==> config.mk <==
export PLATFORM = sky130hd
export DESIGN_NAME = vdp_vram_arbiter
export DESIGN_NICKNAME = d
export VERILOG_FILES = /design/src/rtl/vdp_pkg.sv /design/src/rtl/vdp_arb_starve_timer.sv /design/src/rtl/vdp_vram_arbiter.sv
export SDC_FILE = /design/constraint.sdc
export NUM_CORES = 1
export LEC_CHECK = 0
export ABC_AREA = 1
export BUFFER_PORTS_ARGS = -buffer_cell sky130_fd_sc_hd__buf_4
export CORE_MARGIN = 1
export CORE_UTILIZATION = 42
export DETAILED_ROUTE_END_ITERATION = 12
export HOLD_SLACK_MARGIN = 0.12
export PLACE_DENSITY_LB_ADDON = 0.05
export SLEW_MARGIN = 20
export SYNTH_ARGS = -nofsm -noshare
export SYNTH_HDL_FRONTEND = slang
export SYNTH_HIERARCHICAL = 1
export SYNTH_SLANG_ARGS = --single-unit
==> constraint.sdc <==
create_clock -name clk -period 1.4 [get_ports clk]
set_input_delay 0.07 -clock clk [delete_from_list [all_inputs] [get_ports clk]]
set_output_delay 0.07 -clock clk [all_outputs]
set_load 0.02 [all_outputs]
==> src/rtl/vdp_pkg.sv <==
// Shared VDP types and constants: requester ids, beam phase, VRAM geometry.
package vdp_pkg;

    localparam int VRAM_AW         = 14;
    localparam int LINE_ACTIVE_END = 256;

    typedef enum logic [1:0] {
        REQ_NONE,
        REQ_BG,
        REQ_SPRITE,
        REQ_CPU
    } req_e;

    typedef enum logic {
        DISPLAY,
        BLANK
    } phase_e;

    // {cpu, sprite, bg} one-hot strobe for a requester id
    function automatic logic [2:0] req_onehot(input req_e r);
        logic [2:0] oh;
        oh = 3'b000;
        case (r)
            REQ_BG:     oh = 3'b001;
            REQ_SPRITE: oh = 3'b010;
            REQ_CPU:    oh = 3'b100;
            default:    oh = 3'b000;
        endcase
        return oh;
    endfunction

endpackage

==> src/rtl/vdp_arb_starve_timer.sv <==
// Counts consecutive denied CPU request cycles and flags promotion at LIMIT.
module vdp_arb_starve_timer #(
    parameter int LIMIT = 16
) (
    input  logic clk,
    input  logic rst_n,
    input  logic cpu_req,
    input  logic cpu_win,
    output logic promote
);

    localparam int CW = $clog2(LIMIT + 1);

    logic [CW-1:0] cnt_q;

    always_ff @(posedge clk or negedge rst_n) begin
        if (!rst_n)
            cnt_q <= '0;
        else if (!cpu_req || cpu_win)
            cnt_q <= '0;
        else if (cnt_q != CW'(LIMIT))
            cnt_q <= cnt_q + 1'b1;
    end

    assign promote = (cnt_q == CW'(LIMIT));

endmodule

==> src/rtl/vdp_vram_arbiter.sv <==
// Three-way VRAM arbiter (bg, sprite, cpu) with beam-phase priority.
// Define VDP_ARB_STARVE_GUARD_EN to promote a starved CPU after STARVE_LIMIT denials.
module vdp_vram_arbiter
    import vdp_pkg::*;
#(
    parameter int STARVE_LIMIT = 16
) (
    input  logic               clk,
    input  logic               rst_n,
    input  logic [9:0]         pixel_x,
    input  logic               bg_req,
    input  logic               sprite_req,
    input  logic               cpu_req,
    input  logic [VRAM_AW-1:0] bg_addr,
    input  logic [VRAM_AW-1:0] sprite_addr,
    input  logic [VRAM_AW-1:0] cpu_addr,
    input  logic               cpu_we,
    input  logic [7:0]         cpu_wdata,
    output logic               bg_gnt,
    output logic               sprite_gnt,
    output logic               cpu_gnt,
    output logic               bg_rvalid,
    output logic               sprite_rvalid,
    output logic               cpu_rvalid,
    output logic [7:0]         rdata,
    output logic [VRAM_AW-1:0] vram_addr,
    output logic               vram_we,
    output logic [7:0]         vram_wdata,
    input  logic [7:0]         vram_rdata
);

    if (STARVE_LIMIT < 1) begin : g_bad_limit
        $error("STARVE_LIMIT must be at least 1");
    end

    phase_e             phase_q, phase_d;
    req_e               win;
    req_e               owner_q;
    logic               promote;
    logic               cpu_wr;
    logic [2:0]         gnt_q, rv_q;
    logic [VRAM_AW-1:0] addr_q, sel_addr;
    logic               we_q;
    logic [7:0]         wdata_q;

    always_ff @(posedge clk or negedge rst_n) begin
        if (!rst_n) phase_q <= DISPLAY;
        else        phase_q <= phase_d;
    end

    always_comb begin
        phase_d = phase_q;
        case (phase_q)
            DISPLAY: if (pixel_x == 10'(LINE_ACTIVE_END)) phase_d = BLANK;
            BLANK:   if (pixel_x == 10'd0)                phase_d = DISPLAY;
            default: phase_d = DISPLAY;
        endcase
    end

`ifdef VDP_ARB_STARVE_GUARD_EN
    vdp_arb_starve_timer #(.LIMIT(STARVE_LIMIT)) u_starve (
        .clk     (clk),
        .rst_n   (rst_n),
        .cpu_req (cpu_req),
        .cpu_win (win == REQ_CPU),
        .promote (promote)
    );
`else
    assign promote = 1'b0;
`endif

    // Priority follows the registered phase, so a transition cycle still uses the old order
    always_comb begin
        win = REQ_NONE;
        if (promote && cpu_req)
            win = REQ_CPU;
        else if (phase_q == DISPLAY) begin
            if      (bg_req)     win = REQ_BG;
            else if (sprite_req) win = REQ_SPRITE;
            else if (cpu_req)    win = REQ_CPU;
        end else begin
            if      (sprite_req) win = REQ_SPRITE;
            else if (bg_req)     win = REQ_BG;
            else if (cpu_req)    win = REQ_CPU;
        end
    end

    always_comb begin
        sel_addr = addr_q;
        case (win)
            REQ_BG:     sel_addr = bg_addr;
            REQ_SPRITE: sel_addr = sprite_addr;
            REQ_CPU:    sel_addr = cpu_addr;
            default:    sel_addr = addr_q;
        endcase
    end

    assign cpu_wr = (win == REQ_CPU) && cpu_we;

    // owner_q tags the read in flight; rv_q fires one cycle later with the VRAM data
    always_ff @(posedge clk or negedge rst_n) begin
        if (!rst_n) begin
            gnt_q   <= '0;
            rv_q    <= '0;
            owner_q <= REQ_NONE;
            addr_q  <= '0;
            we_q    <= 1'b0;
            wdata_q <= '0;
        end else begin
            gnt_q   <= req_onehot(win);
            rv_q    <= req_onehot(owner_q);
            owner_q <= cpu_wr ? REQ_NONE : win;
            addr_q  <= sel_addr;
            we_q    <= cpu_wr;
            if (cpu_wr) wdata_q <= cpu_wdata;
        end
    end

    assign {cpu_gnt, sprite_gnt, bg_gnt}          = gnt_q;
    assign {cpu_rvalid, sprite_rvalid, bg_rvalid} = rv_q;
    assign vram_addr  = addr_q;
    assign vram_we    = we_q;
    assign vram_wdata = wdata_q;
    assign rdata      = vram_rdata;

endmodule

==> impl_metrics.sql, run 1 <==
INSERT INTO impl_metrics (metric_group, metric, value, unit) VALUES
('global_route', 'grt_start_max_net_pins', '33', ''),
('critical_path', 'startpoint_type', 'input pin', ''),
('timing', 'tightest_slew', '0.5074', 'ns'),
('route', 'detail_route.vias_per_cell', '4.559', ''),
('yosys', 'synth_top_flop_cell', 'dfrtp_1', ''),
('global_route', 'grt_util_met1', '29.63', '%'),
('yosys', 'synth_top_cell_area_share', '48.16', '%'),
('final_layout', 'layout.nets', '424', ''),
('clock_tree', 'clkSlewWorstSetupHoldPaths', '0.07', 'ns'),
('route', 'antenna_left', '0', ''),
('global_route', 'grt_util_all_layers', '24.37', '%'),
('floorplanning', 'start_util', '44.75', '%'),
('clock_tree', 'clockBufferDepth', '2', ''),
('min_path', 'hold_path_class', 'in -> reg', ''),
('clock_tree', 'clockRootBuffer', 'clkbuf_8', ''),
('yosys', 'ys_types', '15', ''),
('route', 'detail_route.iter0.violations', '104', ''),
('yosys', 'postSynthNetCount', '303', ''),
('critical_path', 'crit_path_max_fanout', '15', ''),
('route', 'avgRoutedWirePerCell', '11.97', 'µm'),
('final_layout', 'post_synthesis_to_final_layout_area_growth', '67.34', '%'),
('final_layout', 'layout.filler_cells', '323', ''),
('floorplanning', 'core_area', '3716', 'µm²'),
('route', 'num_vias', '1819', ''),
('global_route', 'globalRoute.totalOverflow', '0', ''),
('yosys', 'synth.avg_cell_area', '7.261', 'µm²'),
('min_path', 'min_path_cells', '4', ''),
('clock_tree', 'clock_sink_count', '32', ''),
('timing', 'grt_setup_unrepaired', 'no', ''),
('floorplanning', 'row_count', '22', ''),
('pwr', 'netSwitchingFraction', '28.20', '%'),
('pwr', 'power_share_of_the_sequential_group', '39.7', '%'),
('yosys', 'yosys.area.top_type', 'dfrtp_1', ''),
('floorplanning', 'area_of_the_die', '4215', 'µm²'),
('timing', 'period_share', '90.59', '%'),
('critical_path', 'ff2ff_path_depth', '7', ''),
('pwr', 'power_density', '988.0', 'nW/µm²'),
('global_route', 'via_count_of_the_first_global_routing_pass', '1808', ''),
('pwr', 'power.static_leakage', '1.576', 'nW'),
('yosys', 'synth_seq_cells', '32', ''),
('critical_path', 'worst_path_arrival_time', '1.48', 'ns'),
('final_layout', 'layoutNonFillerInstCount', '399', ''),
('timing', 'fmax', '0.7885', 'GHz'),
('clock_tree', 'cts.htree.levels', '2', ''),
('timing', 'slew-limit-headroom', '66.05', '%'),
('yosys', 'synth_enable_flop_cells', '0', ''),
('critical_path', 'critical_path_required', '1.61', 'ns'),
('placed_design', 'port_buffers', '94', ''),
('floorplanning', 'die_h', '64.92', 'µm'),
('timing', 'setup_total_negative_slack', '0', 'ns'),
('pwr', 'switchingPower', '0.0007754', 'W'),
('outcome', 'outcome', 'finished, final reports clean', ''),
('global_route', 'busiest_layer', 'met2', ''),
('global_route', 'grt_first_pass_wirelength', '7817', 'µm'),
('critical_path', 'critical_path_class', 'in -> reg', ''),
('floorplanning', 'floorplan.die.width', '64.92', 'µm'),
('floorplanning', 'ioPinCount', '111', ''),
('critical_path', 'worst_path_cell_trace', 'buf_4, dlygate4sd3_1, inv_2, nand2_1, nand3_1, nand2_2, nand2_1, a21oi_1', ''),
('timing', 'finalMaxSlewViolations', '0', ''),
('pwr', 'power_report.internal_total', '0.001974', 'W'),
('critical_path', 'end_kind', 'flop', ''),
('final_layout', 'antenna_cells', '0', ''),
('pwr', 'largest_vdd_supply_drop', '0.7192', 'mV'),
('placed_design', 'number_of_cells_in_the_design_after_placement', '357', ''),
('job', 'drv.max_cap_violation_count', '0', ''),
('pwr', 'power_frac_comb', '28.9', '%'),
('placed_design', 'place.detailed.hpwl', '2992', 'µm'),
('global_route', 'grt_antenna_before_repair', '0', ''),
('clock_tree', 'clk-insertion-delay-late', '0.29', 'ns'),
('critical_path', 'crit_slowest_cell', 'dlygate4sd3_1', ''),
('route', 'route.final.wire_length', '4776', 'µm');
## routing by layer
layer | up-vias | wire length (µm)
li1 | 927 | -
met4 | 0 | 82
met5 | - | 0
met2 | 73 | 2333
met3 | 14 | 328
met1 | 805 | 2031
## cells by family after synthesis
logic type / after synthesis / synth area share, %
AND/OR/NAND/NOR: 138 / 33.71
buffers and inverters: 41 / 12.72
flip-flops: 32 / 48.16
AO/OA/AOI/OAI: 18 / 5.417
## worst paths after layout
path	endpoint	slack (ns)	startpoint
min in group asynchronous	vram_addr[7]	0.27	rst_n
setup / recovery	vram_addr[0]	0.13	bg_req
hold / removal	gnt_q[2]	0.13	bg_req
setup reg to reg	vram_addr[5]	0.18	phase_q
hold reg to reg	rv_q[0]	0.44	owner_q[1]
max in group asynchronous	vram_addr[0]	0.84	rst_n
## worst max-delay path, delay by kind of cell
kind	cells	cell delay (ns)
simple gates	4	0.51
buf+inv	3	0.74
compound gates	1	0.16
## cells in the final DEF (no fill, tap or decap)
master,instances
clkbuf_1,1
inv_4,2
inv_2,3
nand3_1,16
clkinv_2,1
dlygate4sd3_1,34
nor2_4,1
nand2_4,1
buf_4,95
inv_1,20
buf_6,1
nor2_1,54
nand2_1,63
bufinv_16,1
a21oi_1,15
o21ai_1,2
o21ai_0,1
clkbuf_8,5
dfrtp_1,32
nand2_2,3
## power by group through the flow
| stage | combinational, W | sequential, W | clock (W) |
|---|---|---|---|
| 2_1_floorplan | 0.000222 | 0.00123 | 0 |
| 3_3_place_gp | 0.000661 | 0.00110 | 0 |
| 3_5_place_dp | 0.000670 | 0.00110 | 0 |
| 4_1_cts | 0.000785 | 0.00109 | 0.000888 |
| 5_1_grt | 0.000864 | 0.00110 | 0.000930 |
| 6_report | 0.000793 | 0.00109 | 0.000865 |
## layout make-up
type | count | area (µm²) | share of cell area (%)
Clock buffer | 6 | 72.57 | 2.608
Clock inverter | 2 | 35.03 | 1.259
Inverter | 25 | 98.84 | 3.552
Multi-Input combinational cell | 156 | 650.6 | 23.38
Sequential cell | 32 | 800.8 | 28.78
Tap cell | 48 | 60.06 | 2.158
Timing Repair Buffer | 130 | 1065 | 38.26
## state kept, by name (all words and copies together) (netlist names)
signal	count
owner_q	2
vram_addr	14
rv_q	3
gnt_q	3
vram_wdata	8
vram_we	1
phase_q	1
## repair_timing
action	in CTS	in global routing
hold buffers	35	0
resized for setup	0	5
buffers inserted	0	0
endpoints found under the hold margin	57	0
setup endpoints to repair	0	9
## per-stage QoR
stage | hold slack (ns) | total power, W | util [%] | cell area, µm²
4_1_cts | 0.1264 | 0.002763 | 74.92 | 2784
6_report | 0.1311 | 0.002749 | 74.88 | 2783
2_1_floorplan | -0.2256 | 0.001449 | - | 1663
5_1_grt | 0.1400 | 0.002897 | 74.88 | 2783
3_3_place_gp | 0.03534 | 0.001766 | 62.59 | 2326
3_5_place_dp | 0.03390 | 0.001774 | 62.59 | 2326
Power figures use the tool's default switching activity.
==> inputs of run 2 (changes only) <==
--- a/config.mk
+++ b/config.mk
@@ -8,7 +8,8 @@
 export ABC_AREA = 1
 export BUFFER_PORTS_ARGS = -buffer_cell sky130_fd_sc_hd__buf_4
 export CORE_MARGIN = 1
-export CORE_UTILIZATION = 42
+export CORE_UTILIZATION = 43
+export CTS_BUF_LIST = sky130_fd_sc_hd__clkbuf_8
 export DETAILED_ROUTE_END_ITERATION = 12
 export HOLD_SLACK_MARGIN = 0.12
 export PLACE_DENSITY_LB_ADDON = 0.05
==> run 2 against run 1 <==
First-iteration DRC count up 36%. Flip-flop and latch count unchanged. Global-route usage hardly changed. Highest routed layer unchanged.
==> impl_metrics.sql, run 2 (same netlist as run 1, synthesis figures left out) <==
INSERT INTO impl_metrics (metric_group, metric, value, unit) VALUES
('critical_path', 'worst-r2r-setup-slack', '0.15', 'ns'),
('timing', 'setup_violations', '0', ''),
('clock_tree', 'numCtsBuffers', '5', ''),
('pwr', 'largest_vdd_supply_drop', '0.7098', 'mV'),
('timing', 'fin_worst_skew', '0.002872', 'ns'),
('route', 'num_vias', '1818', ''),
('timing', 'finalMaxSlewViolations', '0', ''),
('route', 'detail_route.iter0.violations', '141', ''),
('timing', 'worst_hold_margin', '0.1209', 'ns'),
('pwr', 'power_report.internal_total', '0.001947', 'W'),
('timing', 'fmax', '0.7268', 'GHz'),
('timing', 'grt_setup_unrepaired', 'no', ''),
('placed_design', 'port_buffers', '94', ''),
('critical_path', 'crit_path_max_fanout', '2', ''),
('final_layout', 'layout-drive-gt1-share', '32.57', '%'),
('final_layout', 'antenna_cells', '0', ''),
('critical_path', 'ff2ff_path_depth', '7', ''),
('pwr', 'power.static_leakage', '1.570', 'nW'),
('timing', 'setup_total_negative_slack', '0', 'ns'),
('clock_tree', 'cts_tree', 'built', ''),
('min_path', 'hold_path_startpoint', 'cpu_we', ''),
('clock_tree', 'cts.htree.levels', '2', ''),
('critical_path', 'cp_common_cell', 'dlygate4sd3_1', ''),
('timing', 'tightest_slew', '0.5101', 'ns'),
('pwr', 'netSwitchingFraction', '28.44', '%'),
('floorplanning', 'start_util', '45.08', '%'),
('min_path', 'min_path_cells', '4', ''),
('global_route', 'globalRoute.totalOverflow', '0', ''),
('critical_path', 'startpoint_type', 'input pin', ''),
('global_route', 'grt_start_max_net_pins', '33', ''),
('clock_tree', 'clockRootBuffer', 'clkbuf_8', ''),
('floorplanning', 'core_area', '3689', 'µm²'),
('route', 'antenna_left', '0', ''),
('critical_path', 'crit_slowest_cell', 'dlygate4sd3_1', ''),
('final_layout', 'commonest_non_fill_non_tap_cells_in_the_layout', 'buf_4, nand2_1, nor2_1, dfrtp_1, dlygate4sd3_1', ''),
('pwr', 'clockPowerShare', '31.7', '%'),
('critical_path', 'worst_path_arrival_time', '1.58', 'ns'),
('min_path', 'hold_path_class', 'in -> reg', ''),
('final_layout', 'largest_register_ffs', '14', ''),
('clock_tree', 'clockBufferDepth', '2', ''),
('floorplanning', 'ioPinCount', '111', ''),
('floorplanning', 'row_count', '22', ''),
('pwr', 'power_frac_comb', '28.2', '%'),
('critical_path', 'critical_path_required', '1.60', 'ns'),
('clock_tree', 'cts.repair_timing.setup_buffer_count', '0', ''),
('global_route', 'grt_util_all_layers', '24.40', '%'),
('route', 'avgRoutedWirePerCell', '11.64', 'µm'),
('floorplanning', 'area_of_the_die', '4120', 'µm²'),
('route', 'drc_errors', '0', ''),
('outcome', 'outcome', 'finished, final reports clean', ''),
('route', 'drt_pre_antenna_iters', '4', ''),
('floorplanning', 'die_h', '64.19', 'µm'),
('pwr', 'switchingPower', '0.0007738', 'W'),
('placed_design', 'place.detailed.hpwl', '3008', 'µm'),
('clock_tree', 'clkSlewWorstSetupHoldPaths', '0.07', 'ns'),
('route', 'detail_route.vias_per_cell', '4.568', ''),
('timing', 'finalHoldViolCount', '0', ''),
('final_layout', 'layout.nets', '423', ''),
('critical_path', 'critical_path_class', 'in -> reg', ''),
('final_layout', 'post_synthesis_to_final_layout_area_growth', '66.06', '%'),
('global_route', 'grt_first_pass_wirelength', '7734', 'µm'),
('timing', 'finalCriticalPeriod', '1.376', 'ns'),
('timing', 'slew-limit-headroom', '65.87', '%'),
('min_path', 'timing.hold.worst_endpoint', 'vram_wdata[5]', ''),
('pwr', 'power_share_of_the_sequential_group', '40.0', '%'),
('critical_path', 'crit-reg2reg-capture', 'vram_addr[0]', ''),
('clock_tree', 'clk-insertion-delay-late', '0.28', 'ns'),
('route', 'route.final.wire_length', '4633', 'µm'),
('job', 'drv.max_cap_violation_count', '0', ''),
('critical_path', 'worst_path_cell_trace', 'dlygate4sd3_1, buf_4, inv_1, nand3_1, dlygate4sd3_1, o21ai_1', ''),
('final_layout', 'layout.cells.most_common', 'buf_4', ''),
('critical_path', 'end_kind', 'flop', ''),
('clock_tree', 'clock_sink_count', '32', ''),
('critical_path', 'max_stage_delay_on_crit_path', '0.57', 'ns'),
('critical_path', 'r2r-start', 'phase_q', ''),
('timing', 'period_share', '98.28', '%'),
('placed_design', 'gp_routability_congestion', '0.7592', ''),
('floorplanning', 'floorplan.die.width', '64.19', 'µm'),
('pwr', 'power_density', '985.4', 'nW/µm²'),
('global_route', 'grt_antenna_before_repair', '0', ''),
('global_route', 'via_count_of_the_first_global_routing_pass', '1754', '');
[run 2: cell count changes in the layout (fill, tap and decap cells not counted)]
cell           before  now
buf_4              95   97
buf_6               1    0
clkbuf_1            1    0
dlygate4sd3_1      34   32
inv_1              20   21
inv_2               3    5
inv_4               2    0
[run 2: per-stage QoR]
stage	cells	power, W	util [%]	worst slack (ns)	area, µm²
2_1_floorplan	229	0.001449	-	0.2946	1663
3_3_place_gp	358	0.001768	63.26	0.2354	2333
3_5_place_dp	358	0.001778	63.26	0.1857	2333
4_1_cts	398	0.002721	74.86	0.07947	2761
5_1_grt	398	0.002847	74.86	0.009663	2761
6_report	398	0.002721	74.86	0.02412	2761
[run 2: final cells by class]
cell class	count	area [µm²]
timing repair buffer	129	1049
fill	302	927.1
sequential	32	800.8
multi-input combinational	156	650.6
inverter	25	93.84
clock buffer	5	68.82
tap	48	60.06
clock inverter	3	38.79
[run 2: repair_timing]
action,4_1_cts,5_1_grt
hold buffers,32,0
setup endpoints to repair,0,1
resized for setup,0,1
hold endpoints to repair,57,0
[run 2: worst max-delay path by stage]
stage / to / slack [ns] / start
after floorplan: vram_addr[10] / 0.29 / phase_q
after global placement: vram_addr[1] / 0.24 / phase_q
after detailed placement: vram_addr[0] / 0.19 / phase_q
after CTS: phase_q / 0.08 / pixel_x[9]
after global routing: phase_q / 0.01 / pixel_x[9]
final: phase_q / 0.02 / pixel_x[9]
[run 2: critical path, delay by kind of cell]
kind                   cells  cell delay (ns)
AO/OA/AOI/OAI              1             0.14
buffers and inverters      4             1.30
AND/OR/NAND/NOR            1             0.07
[run 2: layer usage]
metal	share of wire, %	track usage (%)	up-vias
met1	44	30.55	818
met5	0	0	-
met3	8.0	7.857	8
met2	47	40.16	71
met4	0.76	6.944	0
li1	-	-	921
[run 2: power by group through the flow]
stage	clock network (W)	registers (W)	logic, W
after floorplan	0	0.00123	0.000222
after global placement	0	0.00110	0.000666
after detailed placement	0	0.00110	0.000674
after CTS	0.000867	0.00109	0.000765
after global routing	0.000909	0.00110	0.000837
final	0.000864	0.00109	0.000768
==> inputs of run 3 (changes only) <==
--- a/config.mk
+++ b/config.mk
@@ -7,7 +7,7 @@
 export LEC_CHECK = 0
 export ABC_AREA = 1
 export BUFFER_PORTS_ARGS = -buffer_cell sky130_fd_sc_hd__buf_4
-export CORE_MARGIN = 1
+export CORE_MARGIN = 2
 export CORE_UTILIZATION = 43
 export CTS_BUF_LIST = sky130_fd_sc_hd__clkbuf_8
 export DETAILED_ROUTE_END_ITERATION = 12
==> run 3 against run 2 <==
Sequential power hardly changed. Clock power is essentially flat. Worst setup slack better by 0.0022 ns. Clock skew increased by 0.0024 ns. Flip-flop and latch count stayed put. Fmax up 0.16%. Register-to-register slack about the same. Design area is 0.41% lower.
==> impl_metrics.sql, run 3 (same netlist as run 1, synthesis figures left out) <==
INSERT INTO impl_metrics (metric_group, metric, value, unit) VALUES
('route', 'antenna_left', '0', ''),
('timing', 'setup_total_negative_slack', '0', 'ns'),
('global_route', 'grt_util_all_layers', '23.77', '%'),
('global_route', 'globalRoute.totalOverflow', '0', ''),
('final_layout', 'layout.nets', '421', ''),
('final_layout', 'commonest_non_fill_non_tap_cells_in_the_layout', 'buf_4, nand2_1, nor2_1, dfrtp_1, dlygate4sd3_1', ''),
('critical_path', 'critical_path_buf_inv_count', '4', ''),
('critical_path', 'crit_path_max_fanout', '2', ''),
('global_route', 'grt_antenna_before_repair', '0', ''),
('pwr', 'power_density', '988.6', 'nW/µm²'),
('timing', 'setup_violations', '0', ''),
('global_route', 'grt_first_pass_wirelength', '7859', 'µm'),
('pwr', 'total_power', '0.002719', 'W'),
('min_path', 'min_path_cells', '4', ''),
('floorplanning', 'die_h', '66.19', 'µm'),
('pwr', 'largest_vdd_supply_drop', '0.8571', 'mV'),
('placed_design', 'gp_routability_congestion', '0.7668', ''),
('final_layout', 'antenna_cells', '0', ''),
('critical_path', 'worst-r2r-setup-slack', '0.15', 'ns'),
('timing', 'finalMaxSlewViolations', '0', ''),
('final_layout', 'layout.cell_area.non_filler', '2750', 'µm²'),
('floorplanning', 'ioPinCount', '111', ''),
('critical_path', 'crit_slowest_cell', 'dlygate4sd3_1', ''),
('route', 'drt_pre_antenna_iters', '4', ''),
('critical_path', 'critical_path_required', '1.59', 'ns'),
('timing', 'worst_hold_margin', '0.1215', 'ns'),
('final_layout', 'layout.filler_cells', '316', ''),
('timing', 'fin_worst_skew', '0.005238', 'ns'),
('timing', 'period_share', '98.12', '%'),
('min_path', 'timing.hold.worst_endpoint', 'vram_wdata[7]', ''),
('route', 'avgRoutedWirePerCell', '12.05', 'µm'),
('critical_path', 'ff2ff_path_depth', '7', ''),
('critical_path', 'cp_common_cell', 'dlygate4sd3_1', ''),
('final_layout', 'layout-drive-gt1-share', '33.05', '%'),
('final_layout', 'layout.cells.most_common', 'buf_4', ''),
('timing', 'grt_setup_unrepaired', 'no', ''),
('placed_design', 'postPlaceCellArea', '2333', 'µm²'),
('global_route', 'grt_start_max_net_pins', '33', ''),
('clock_tree', 'clockBufferDepth', '2', ''),
('pwr', 'power.static_leakage', '1.556', 'nW'),
('clock_tree', 'cts.repair_timing.setup_buffer_count', '0', ''),
('critical_path', 'timing.critical_path.max_delay_family', 'buffers and inverters', ''),
('global_route', 'via_count_of_the_first_global_routing_pass', '1768', ''),
('critical_path', 'startpoint_type', 'input pin', ''),
('clock_tree', 'numCtsBuffers', '5', ''),
('placed_design', 'place.detailed.hpwl', '3221', 'µm'),
('final_layout', 'sequential_cell_area', '800.8', 'µm²'),
('clock_tree', 'cts.htree.levels', '2', ''),
('critical_path', 'crit-reg2reg-capture', 'vram_addr[12]', ''),
('floorplanning', 'core_area', '3689', 'µm²'),
('critical_path', 'end_kind', 'flop', ''),
('timing', 'finalCriticalPeriod', '1.374', 'ns'),
('critical_path', 'critical_path_class', 'in -> reg', ''),
('timing', 'slew-limit-headroom', '64.95', '%'),
('placed_design', 'port_buffers', '94', ''),
('timing', 'fmax', '0.7280', 'GHz'),
('final_layout', 'multiInputGateArea', '655.6', 'µm²'),
('clock_tree', 'clkSlewWorstSetupHoldPaths', '0.06', 'ns'),
('critical_path', 'worst_path_cell_trace', 'dlygate4sd3_1, buf_4, inv_1, nand3_1, dlygate4sd3_1, o21ai_1', ''),
('clock_tree', 'clk-insertion-delay-late', '0.28', 'ns'),
('route', 'detail_route.vias_per_cell', '4.614', ''),
('final_layout', 'postLayoutCoreUtil', '74.56', '%'),
('route', 'num_vias', '1827', ''),
('route', 'route.final.wire_length', '4771', 'µm'),
('critical_path', 'r2r-start', 'phase_q', ''),
('clock_tree', 'clock_sink_count', '32', ''),
('timing', 'tightest_slew', '0.5239', 'ns'),
('critical_path', 'max_stage_delay_on_crit_path', '0.57', 'ns'),
('floorplanning', 'row_count', '22', ''),
('final_layout', 'post_synthesis_to_final_layout_area_growth', '65.39', '%'),
('min_path', 'hold_path_startpoint', 'cpu_we', ''),
('job', 'drv.max_cap_violation_count', '0', ''),
('floorplanning', 'area_of_the_die', '4380', 'µm²'),
('route', 'detail_route.iter0.violations', '127', ''),
('final_layout', 'largest_register_ffs', '14', ''),
('floorplanning', 'floorplan.die.width', '66.19', 'µm'),
('clock_tree', 'clockRootBuffer', 'clkbuf_8', ''),
('outcome', 'outcome', 'finished, final reports clean', ''),
('clock_tree', 'cts_tree', 'built', ''),
('route', 'drc_errors', '0', ''),
('min_path', 'hold_path_class', 'in -> reg', ''),
('floorplanning', 'start_util', '45.08', '%'),
('critical_path', 'worst_path_arrival_time', '1.57', 'ns'),
('timing', 'finalHoldViolCount', '0', '');
[run 3: how the worst max path moves through the flow]
stage	start	slack, ns	to	cells past startpoint
6_report	pixel_x[9]	0.03	phase_q	6
3_5_place_dp	phase_q	0.18	vram_addr[12]	7
4_1_cts	pixel_x[9]	0.05	phase_q	6
3_3_place_gp	phase_q	0.23	vram_addr[1]	7
5_1_grt	pixel_x[9]	0.004	phase_q	6
2_1_floorplan	phase_q	0.29	vram_addr[10]	7
[run 3: metal layers]
layer  global-route usage [%]  wire length, µm
met5                        0                0
met4                    5.867               50
met3                    7.155              420
met2                    40.75             2362
met1                    29.15             1938
[run 3: timing repair]
item,in CTS,in global routing
endpoints found under the setup margin,0,2
hold buffers,30,0
endpoints found under the hold margin,56,0
resized for setup,0,2
[run 3: worst register-to-register path, delay by kind of cell, from the launching register on]
| family | cells | cell delay, ns |
|---|---|---|
| AOI/OAI and AO/OA | 1 | 0.15 |
| buffers and inverters | 2 | 0.27 |
| DFF | 1 | 0.42 |
| and+or+nand+nor | 4 | 0.33 |
[run 3: cell type report]
| cell class | instances | area share (%) |
|---|---|---|
| inverter | 25 | 3.412 |
| clock inverter | 3 | 1.547 |
| timing repair buffer | 127 | 37.40 |
| tap | 48 | 2.184 |
| sequential | 32 | 29.12 |
| multi-input combinational | 156 | 23.84 |
| clock buffer | 5 | 2.502 |
[run 3: where the power goes]
| group | internal (W) | leakage, nW | switching, W |
|---|---|---|---|
| Clock | 0.000526 | 0.0541 | 0.000340 |
| Sequential | 0.00103 | 0.394 | 0.0000592 |
| Combinational | 0.000388 | 1.11 | 0.000375 |
[run 3: metrics by stage]
step | worst slack, ns | instances
after global routing | 0.004433 | 396
after CTS | 0.05446 | 396
after floorplan | 0.2946 | 229
final | 0.02631 | 396
after detailed placement | 0.1793 | 358
after global placement | 0.2261 | 358
